**src/rtl/cpu_run_pkg.sv**
```systemverilog
// cpu_run_pkg: shared types and default parameter values
// for the core run sequencer (cpu_run_controller).
package cpu_run_pkg;

  typedef enum logic [2:0] {
    IDLE,
    HOLD,
    RUN,
    DONE,
    TIMEOUT
  } run_state_t;

  localparam int unsigned DEF_NUM_CORES      = 1;
  localparam int unsigned DEF_RESET_CYCLES   = 2;
  localparam int unsigned DEF_TIMEOUT_CYCLES = 1000;
  localparam int unsigned DEF_CNT_W          = 32;
  localparam int unsigned DEF_PC_W           = 32;
  localparam int unsigned DEF_STALL_CYCLES   = 16;

endpackage

```
**src/rtl/cpu_stall_detector.sv**
```systemverilog
// cpu_stall_detector: flags a core whose PC stays unchanged.
// Ports: clk, reset (sync, active-high), clear_i (zero the
// counter), en_i (count while running), pc_i (core PC),
// stall_o (counter reaches STALL_CYCLES this cycle).
module cpu_stall_detector
  import cpu_run_pkg::*;
#(
  parameter int unsigned PC_W         = DEF_PC_W,
  parameter int unsigned STALL_CYCLES = DEF_STALL_CYCLES
) (
  input  logic            clk,
  input  logic            reset,
  input  logic            clear_i,
  input  logic            en_i,
  input  logic [PC_W-1:0] pc_i,
  output logic            stall_o
);

  localparam int unsigned SW = $clog2(STALL_CYCLES + 1);
  localparam logic [SW-1:0] LIM = SW'(STALL_CYCLES);

  logic [PC_W-1:0] pc_q;
  logic [SW-1:0]   cnt_q, cnt_d;

  always_comb begin
    cnt_d = cnt_q;
    if (clear_i) begin
      cnt_d = '0;
    end else if (en_i) begin
      if (pc_i != pc_q)
        cnt_d = '0;
      else if (cnt_q != LIM)
        cnt_d = cnt_q + 1'b1;
    end
  end

  // Fires on the cycle the count first reaches the limit
  // and stays high while the PC remains stuck.
  assign stall_o = en_i && (cnt_d == LIM);

  always_ff @(posedge clk) begin
    if (reset) begin
      pc_q  <= '0;
      cnt_q <= '0;
    end else begin
      // PC is tracked outside RUN too, so the first RUN
      // cycle compares against the PC held during reset.
      pc_q  <= pc_i;
      cnt_q <= cnt_d;
    end
  end

endmodule

```
**src/rtl/cpu_run_controller.sv**
```systemverilog
// cpu_run_controller: holds cores in reset, releases them,
// counts run cycles and ends the run as DONE or TIMEOUT.
// Ports: clk, reset (sync, active-high), start, abort,
// core_halt[N], core_pc[N*PC_W] -> core_reset_n[N], busy,
// done, timed_out, halted_mask[N], cycle_count[CNT_W].
// Optional PC-stall halt: define CPU_RUN_STALL_DETECT_EN.
module cpu_run_controller
  import cpu_run_pkg::*;
#(
  parameter int unsigned NUM_CORES      = DEF_NUM_CORES,
  parameter int unsigned RESET_CYCLES   = DEF_RESET_CYCLES,
  parameter int unsigned TIMEOUT_CYCLES = DEF_TIMEOUT_CYCLES,
  parameter int unsigned CNT_W          = DEF_CNT_W,
  parameter int unsigned PC_W           = DEF_PC_W,
  parameter int unsigned STALL_CYCLES   = DEF_STALL_CYCLES
) (
  input  logic                      clk,
  input  logic                      reset,
  input  logic                      start,
  input  logic                      abort,
  input  logic [NUM_CORES-1:0]      core_halt,
  input  logic [NUM_CORES*PC_W-1:0] core_pc,
  output logic [NUM_CORES-1:0]      core_reset_n,
  output logic                      busy,
  output logic                      done,
  output logic                      timed_out,
  output logic [NUM_CORES-1:0]      halted_mask,
  output logic [CNT_W-1:0]          cycle_count
);

  localparam int unsigned HW = $clog2(RESET_CYCLES + 1);
  localparam logic [HW-1:0] HOLD_END = HW'(RESET_CYCLES);
  localparam logic [CNT_W-1:0] TO_LIM = CNT_W'(TIMEOUT_CYCLES);

  run_state_t           state_q, state_d;
  logic [HW-1:0]        hold_q, hold_d;
  logic [CNT_W-1:0]     cnt_q, cnt_d;
  logic [NUM_CORES-1:0] mask_q, mask_d;
  logic [NUM_CORES-1:0] stall_hit;
  logic [NUM_CORES-1:0] halt_now;

  logic [NUM_CORES-1:0] rstn_q;
  logic                 busy_q, done_q, to_q;

  assign halt_now = core_halt | stall_hit;

  always_comb begin
    state_d = state_q;
    hold_d  = hold_q;
    cnt_d   = cnt_q;
    mask_d  = mask_q;
    unique case (state_q)
      IDLE, DONE, TIMEOUT: begin
        if (start && !abort) begin
          state_d = HOLD;
          hold_d  = '0;
          cnt_d   = '0;
          mask_d  = '0;
        end
      end
      HOLD: begin
        if (abort) begin
          state_d = IDLE;
        end else if (hold_q == HOLD_END) begin
          state_d = RUN;
          cnt_d   = CNT_W'(1);
        end else begin
          hold_d = hold_q + 1'b1;
        end
      end
      RUN: begin
        if (abort) begin
          state_d = IDLE;
        end else begin
          mask_d = mask_q | halt_now;
          // All-halted is tested first so it beats timeout.
          if (&mask_d)
            state_d = DONE;
          else if (cnt_q >= TO_LIM)
            state_d = TIMEOUT;
          else if (cnt_q != '1)
            cnt_d = cnt_q + 1'b1;
        end
      end
      default: state_d = IDLE;
    endcase
  end

  always_ff @(posedge clk) begin
    if (reset) begin
      state_q <= IDLE;
      hold_q  <= '0;
      cnt_q   <= '0;
      mask_q  <= '0;
      rstn_q  <= '0;
      busy_q  <= 1'b0;
      done_q  <= 1'b0;
      to_q    <= 1'b0;
    end else begin
      state_q <= state_d;
      hold_q  <= hold_d;
      cnt_q   <= cnt_d;
      mask_q  <= mask_d;
      rstn_q  <= (state_d == RUN) ? '1 : '0;
      busy_q  <= (state_d == HOLD) || (state_d == RUN);
      done_q  <= (state_d == DONE);
      to_q    <= (state_d == TIMEOUT);
    end
  end

`ifdef CPU_RUN_STALL_DETECT_EN
  logic run_en;
  logic clr_stall;

  assign run_en    = (state_q == RUN);
  assign clr_stall = (state_d == HOLD) && (state_q != HOLD);

  for (genvar i = 0; i < NUM_CORES; i++) begin : g_stall
    cpu_stall_detector #(
      .PC_W         (PC_W),
      .STALL_CYCLES (STALL_CYCLES)
    ) u_det (
      .clk     (clk),
      .reset   (reset),
      .clear_i (clr_stall),
      .en_i    (run_en),
      .pc_i    (core_pc[i*PC_W +: PC_W]),
      .stall_o (stall_hit[i])
    );
  end
`else
  logic unused_pc;
  assign unused_pc = ^core_pc;
  assign stall_hit = '0;
`endif

  assign core_reset_n = rstn_q;
  assign busy         = busy_q;
  assign done         = done_q;
  assign timed_out    = to_q;
  assign halted_mask  = mask_q;
  assign cycle_count  = cnt_q;

endmodule

```
**config.mk**
```make
export PLATFORM = sky130hd
export DESIGN_NAME = cpu_run_controller
export DESIGN_NICKNAME = d
export VERILOG_FILES = /design/src/rtl/cpu_run_pkg.sv /design/src/rtl/cpu_stall_detector.sv /design/src/rtl/cpu_run_controller.sv
export SDC_FILE = /design/constraint.sdc
export NUM_CORES = 1
export LEC_CHECK = 0
export ABC_CLOCK_PERIOD_IN_PS = 3200
export BUFFER_PORTS_ARGS = -buffer_cell sky130_fd_sc_hd__buf_2
export CORE_AREA = 4 4 66 68
export CTS_BUF_LIST = sky130_fd_sc_hd__clkbuf_8 sky130_fd_sc_hd__clkbuf_16
export DETAILED_ROUTE_END_ITERATION = 7
export DIE_AREA = 0 0 70 72
export PLACE_DENSITY = 0.88
export SLEW_MARGIN = 10
export SYNTH_ARGS = -nofsm -noshare
export SYNTH_HDL_FRONTEND = slang
export SYNTH_SLANG_ARGS = --single-unit
export TNS_END_PERCENT = 20
```
**constraint.sdc**
```tcl
create_clock -name clk -period 3.2 [get_ports clk]
set_input_delay 0.48 -clock clk [delete_from_list [all_inputs] [get_ports clk]]
set_output_delay 0.48 -clock clk [all_outputs]
set_load 0.01 [all_outputs]
```
# Yosys cells after proc, flatten, opt, wreduce, memory -nomap -nowiden
# Index checks and enable logic that the tools add are counted.
# W data, S select, Z words.
dict set report word_totals {
  wordCells 64
  output_inout_bits 37
  input_bits 37
  reg_bits 42
}
dict set report op_classes {
  magnitude_cmp 1
  muxes 23
  addsub 2
  n_reduce_logical 11
  n_eq_ne 18
  bitwise 1
}
# op n
set op_table {}
lappend op_table {{$mux W32} 7}
lappend op_table {{$pmux W32 S3} 1}
lappend op_table {{$add A32 B1 Y32 const B} 1}
lappend op_table {{$ge A32 B10 Y1 const B} 1}
lappend op_table {{$ne A32 B32 Y1 const B} 1}
lappend op_table {{$mux W3} 6}
lappend op_table {{$ne A2 B2 Y1 const B} 8}
lappend op_table {{$eq A3 B2 Y1 const B} 4}
lappend op_table {{$pmux W3 S3} 1}
lappend op_table {{$reduce_and A8 Y1} 1}
lappend op_table {{$eq A3 B1 Y1 const B} 2}
lappend op_table {{$eq A3 B3 Y1 const B} 2}
lappend op_table {{$mux W2} 3}
lappend op_table {{$pmux W2 S2} 1}
lappend op_table {{$reduce_and A4 Y1} 1}
lappend op_table {{$reduce_bool A2 Y1} 2}
lappend op_table {{$logic_not A3 Y1} 1}
lappend op_table {{$mux W1} 3}
lappend op_table {{$reduce_and A3 Y1} 1}
lappend op_table {{$reduce_bool A3 Y1} 1}
lappend op_table {{$reduce_or A3 Y1} 1}
lappend op_table {{$add A2 B1 Y2 const B} 1}
lappend op_table {{$eq A2 B2 Y1 const B} 1}
lappend op_table {{$pmux W1 S2} 1}
lappend op_table {{4 further kinds} 4}

# Logic depth before layout (Yosys ltp)
dict set report depth {
  word_depth 7
  depth_mapped 8
  ltp_nobuf 7
}

# Least setup slack after synthesis
# OpenSTA, ideal clock, no wires.
dict set report synth_path {
  path_kind {input to register}
  startpoint {input core_halt}
  endpoint {register cnt_q[5], in the netlist cycle_count[5]}
  setup_time_ps 118
  t_required_ps 3082
  setup_slack_ps 1319
  path_stages 5
  n_path_buf 0
  t_arrival_ps 1763
  cell_sequence {or3_1 > a22oi_4 > nand2_4 > or4_1 > mux2i_1}
}
dict set report synth_between {
  elab_chain_len 3
}
# element line
set synth_lines {}
lappend synth_lines {{start, declared} cpu_run_controller.sv:21} ;# input logic [NUM_CORES-1:0] core_halt,
lappend synth_lines {{$or A1 B1 Y1} cpu_run_controller.sv:75} ;# mask_d = mask_q | halt_now;
lappend synth_lines {{$ne A2 B2 Y1 (no line)} -}
lappend synth_lines {{$reduce_and A8 Y1 (no line)} -}
lappend synth_lines {{end signal, assigned} cpu_run_controller.sv:102} ;# cnt_q <= cnt_d;
lappend synth_lines {{end, declared} cpu_run_controller.sv:37} ;# logic [CNT_W-1:0] cnt_q, cnt_d;
# No other way between the ends.
# A chain may end at the register's enable or synchronous reset.

# Final worst setup path
dict set report layout_path {
  startpoint {register state_q[1]}
  endpoint {register cnt_q[5], in the netlist cycle_count[5]}
}
dict set report layout_between {
  elab_chain_len 4
  word_cells_on_any_way 16
  classes_between {eq/ne (11); mux (1); reduce/logical (4)}
}
# element line
set layout_lines {}
lappend layout_lines {{start, declared} cpu_run_controller.sv:35} ;# run_state_t state_q, state_d;
lappend layout_lines {{start signal, assigned} cpu_run_controller.sv:100} ;# state_q <= state_d;
lappend layout_lines {{$eq A3 B2 Y1, or another cell as far along} cpu_run_controller.sv:52} ;# unique case (state_q)
lappend layout_lines {{$reduce_or A3 Y1} cpu_run_controller.sv:52}
lappend layout_lines {{$ne A2 B2 Y1 (no line) or $reduce_bool A3 Y1 (tied branches)} -}
lappend layout_lines {{$reduce_and A8 Y1 (no line)} -}
# Several ways; a longest one is shown, not always the timed one.

==> impl_results.md <==
- Status: finished, final reports clean
- DRT iter0 DRCs: 65
- Vias in the first global route: 1593
- Combinational power share: 0.056
- Hold wc startpoint: hold_q[1]
- RSZ-0062 raised after global routing: false
- Leakage: 1.02 nW
- CTS sink cnt: 42
- Setup TNS: 0 ps
- Pin count of the biggest net entering global routing: 20
- Via Count: 1718
- Synth unique cells: 52
- Storage element area: 841 um^2
- FF-to-FF End: cycle_count[5]
- TritonCTS clock tree: built
- Post-synth EDFFs: 0
- Clk buf depth: 2
- PD cells: 441 nW/um^2
- Cts hold-fix bufs: 0
- First-pass GRT wire length: 7.36 mm
- Die area: 5040 um^2
- Synth top area share: 0.438
- Post-synth ARST share: 0
- Util after Layout: 0.589
- Clock power share: 0.414
- Startpoint types: flip-flop
- Worst hold path depth: 2
- CP Class: reg2reg
- CP required: 3400 ps
- Fin. max-slew vios: 0
- Crit path capture type: flip-flop
- Die Ht: 72 um
- Initial Util: 0.498
- Fin crit period: 2150 ps
- Vias/cell: 5.65
- Antenna violations before repair: 0
- Crit path arrival time: 2340 ps
- Switching Fraction: 0.226
- Clock root buffer: clkbuf_8
- Inserted Clock Buffers: 5
- Max Clock Freq: 466 MHz
- Relative slew slack: 0.633
- IO buf count: 41
- Clk Latency, worst-skew pair: 300 ps
- Setup slack, reg-to-reg: 1050 ps
- Pre-Repair DR Iteration Count: 4
- # DRC: 0
- Endpoints failing setup: 0
- # IOs: 74
- Ys Warns: 0
- Maxcap violations: 0
- Final hold slack: 469 ps
- N_diodes: 0
- Maximum fanout along the worst path: 13
- Post_cts resized: 0
- Max IR drop VDD: 0.299 mV
- Cell Int Power: 0.775 mW
- Final Instance Count excl. Fillers: 304
- Tcrit/Tclk final: 0.670
- Die width: 70 um
- Area contributors post-synth: dfxtp_1 44%, and2_1 6.2%, nand2_1 2.9%
- Sequential area share after synthesis: 0.438
- Post-synth top area cell: dfxtp_1
- Hold Path End: hold_q[1]
- GR Overflow Total: 0
- Register bit count reported by yosys: 42
- Rows: 23
- Total wire length: 4.34 mm
- Net Count, Synth: 251
- Post-Syn Area: 1920 um^2
- Hold Path Class: reg2reg
- Ys flop type: dfxtp_1
- H-Tree Depth: 2
- Synthesized area per cell: 9.10 um^2
- Reg2Reg Depth: 5
- Detailed Place HPWL: 3.16 mm
- Area delta synth->final: 18.3%
- Worst Max-Slew Pin Slew: 544 ps
- Placed insts: 296
- Net Sw Power: 0.226 mW
- Fillcell total: 362
- Antenna Violating Nets Remaining: 0
- Final Hold Viols: 0
- Clock-pin slew on the worst setup and hold paths: 80 ps
- Reg2reg start: state_q[1]
- Total global-route track usage: 0.179
- Worst clock skew: 6.55 ps
- Cells after Synth: 211
- Routability Congestion: 0.824
- Fraction of layout cells with a size suffix above 1: 0.252
- Multi-input gate area: 1000 um^2
- Final Net Count: 293
- Core ar.: 3860 um^2
- Setup bufs post-CTS: 0
- Seq pwr share: 0.530
- Drt wl/cell: 14.3 um
how the worst max path moves through the flow:
| stage | from | to | cells after the start |
|---|---|---|---|
| final | state_q[1] | cycle_count[5] | 5 |
| after global routing | state_q[1] | busy | 5 |
| after CTS | state_q[1] | cycle_count[7] | 5 |
| after detailed placement | abort | cycle_count[5] | 6 |
| after global placement | core_halt | cycle_count[7] | 6 |
| after floorplan | core_halt | cycle_count[5] | 5 |
final cells by class:
| type | instances | share of cell area |
|---|---|---|
| multi-input cells | 152 | 0.442 |
| flip-flops and latches | 42 | 0.370 |
| repair buffers | 43 | 0.0970 |
| clock buffers | 5 | 0.0303 |
| well taps | 50 | 0.0276 |
| clock inverters | 3 | 0.0176 |
| inverters | 9 | 0.0149 |
kinds of logic (layout without fill, tap and decap cells):
group,count (synthesis),after routing,share of synthesized area
AO/OA/AOI/OAI,41,41,0.152
adder cells (fa/ha/maj),3,3,0.0196
buffers and inverters,17,60,0.0391
flip-flops,42,42,0.438
multiplexers,4,4,0.0209
AND/OR/NAND/NOR,104,104,0.331
layer usage:
metal | vias to the layer above | wire length [um] | global-route usage
met4 | 0 | 89 | 0.0787
met3 | 10 | 265 | 0.0402
met1 | 815 | 1910 | 0.218
li1 | 841 | - | -
met2 | 52 | 2080 | 0.304
met5 | - | 0 | 0
cells in the mapped netlist (all sizes together), types with 2 or more instances:
cell type	n
a31oi	2
nor2	15
nor3	3
o211ai	2
buf	4
mux2i	4
o311ai	2
and4	2
and3b	2
and2	20
o21bai	3
a22oi	2
inv	9
nand2b	6
ha	3
nand3	8
or4	4
clkbuf	4
nor2b	4
nand3b	2
nand4	6
a21oi	10
or3	5
dfxtp	42
o21ai	8
a211oi	2
nor4	7
o211a	2
nand2	16
power groups by stage:
stage | Combinational (mW) | Clock [mW] | Sequential [mW]
floorplan | 0.0402 | 0 | 0.541
global placement | 0.0547 | 0 | 0.543
detailed placement | 0.0551 | 0 | 0.543
CTS | 0.0556 | 0.419 | 0.531
global route | 0.0627 | 0.441 | 0.531
finish | 0.0558 | 0.415 | 0.531
flip-flops by register name (all words and copies together) (netlist names):
name          cells
hold_q            2
halted_mask       1
cycle_count      32
state_q           3
busy              1
timed_out         1
done              1
core_reset_n      1
through the flow:
step	setup slack (ps)	power, mW	area [um^2]
floorplan	1320	0.582	1920
global placement	1120	0.598	2160
detailed placement	1100	0.598	2160
CTS	1100	1.01	2270
global route	915	1.03	2270
finish	1050	1.00	2270
worst max-delay path: stages (launching register included):
cell     delay (ps)
dfxtp_1         560
nor2b_2         330
a221o_1         320
nand2_4         130
or4_1           560
mux2i_1         140
cell usage in the layout, fill, tap and decap left out, types with 3 or more instances in the layout:
cell type,n
nor4_1,3
a21oi_1,9
or3_1,4
mux2i_1,4
nor2_1,15
buf_2,41
or4_1,3
o21ai_0,8
nand2b_1,6
ha_1,3
dfxtp_1,42
nand2_1,15
nand4_1,6
o21bai_1,3
and2_1,19
nor2b_1,3
inv_1,8
nor3_1,3
nand3_1,8
nor4_2,3
clkbuf_8,5
No activity file was read; power rests on OpenSTA's default activity.
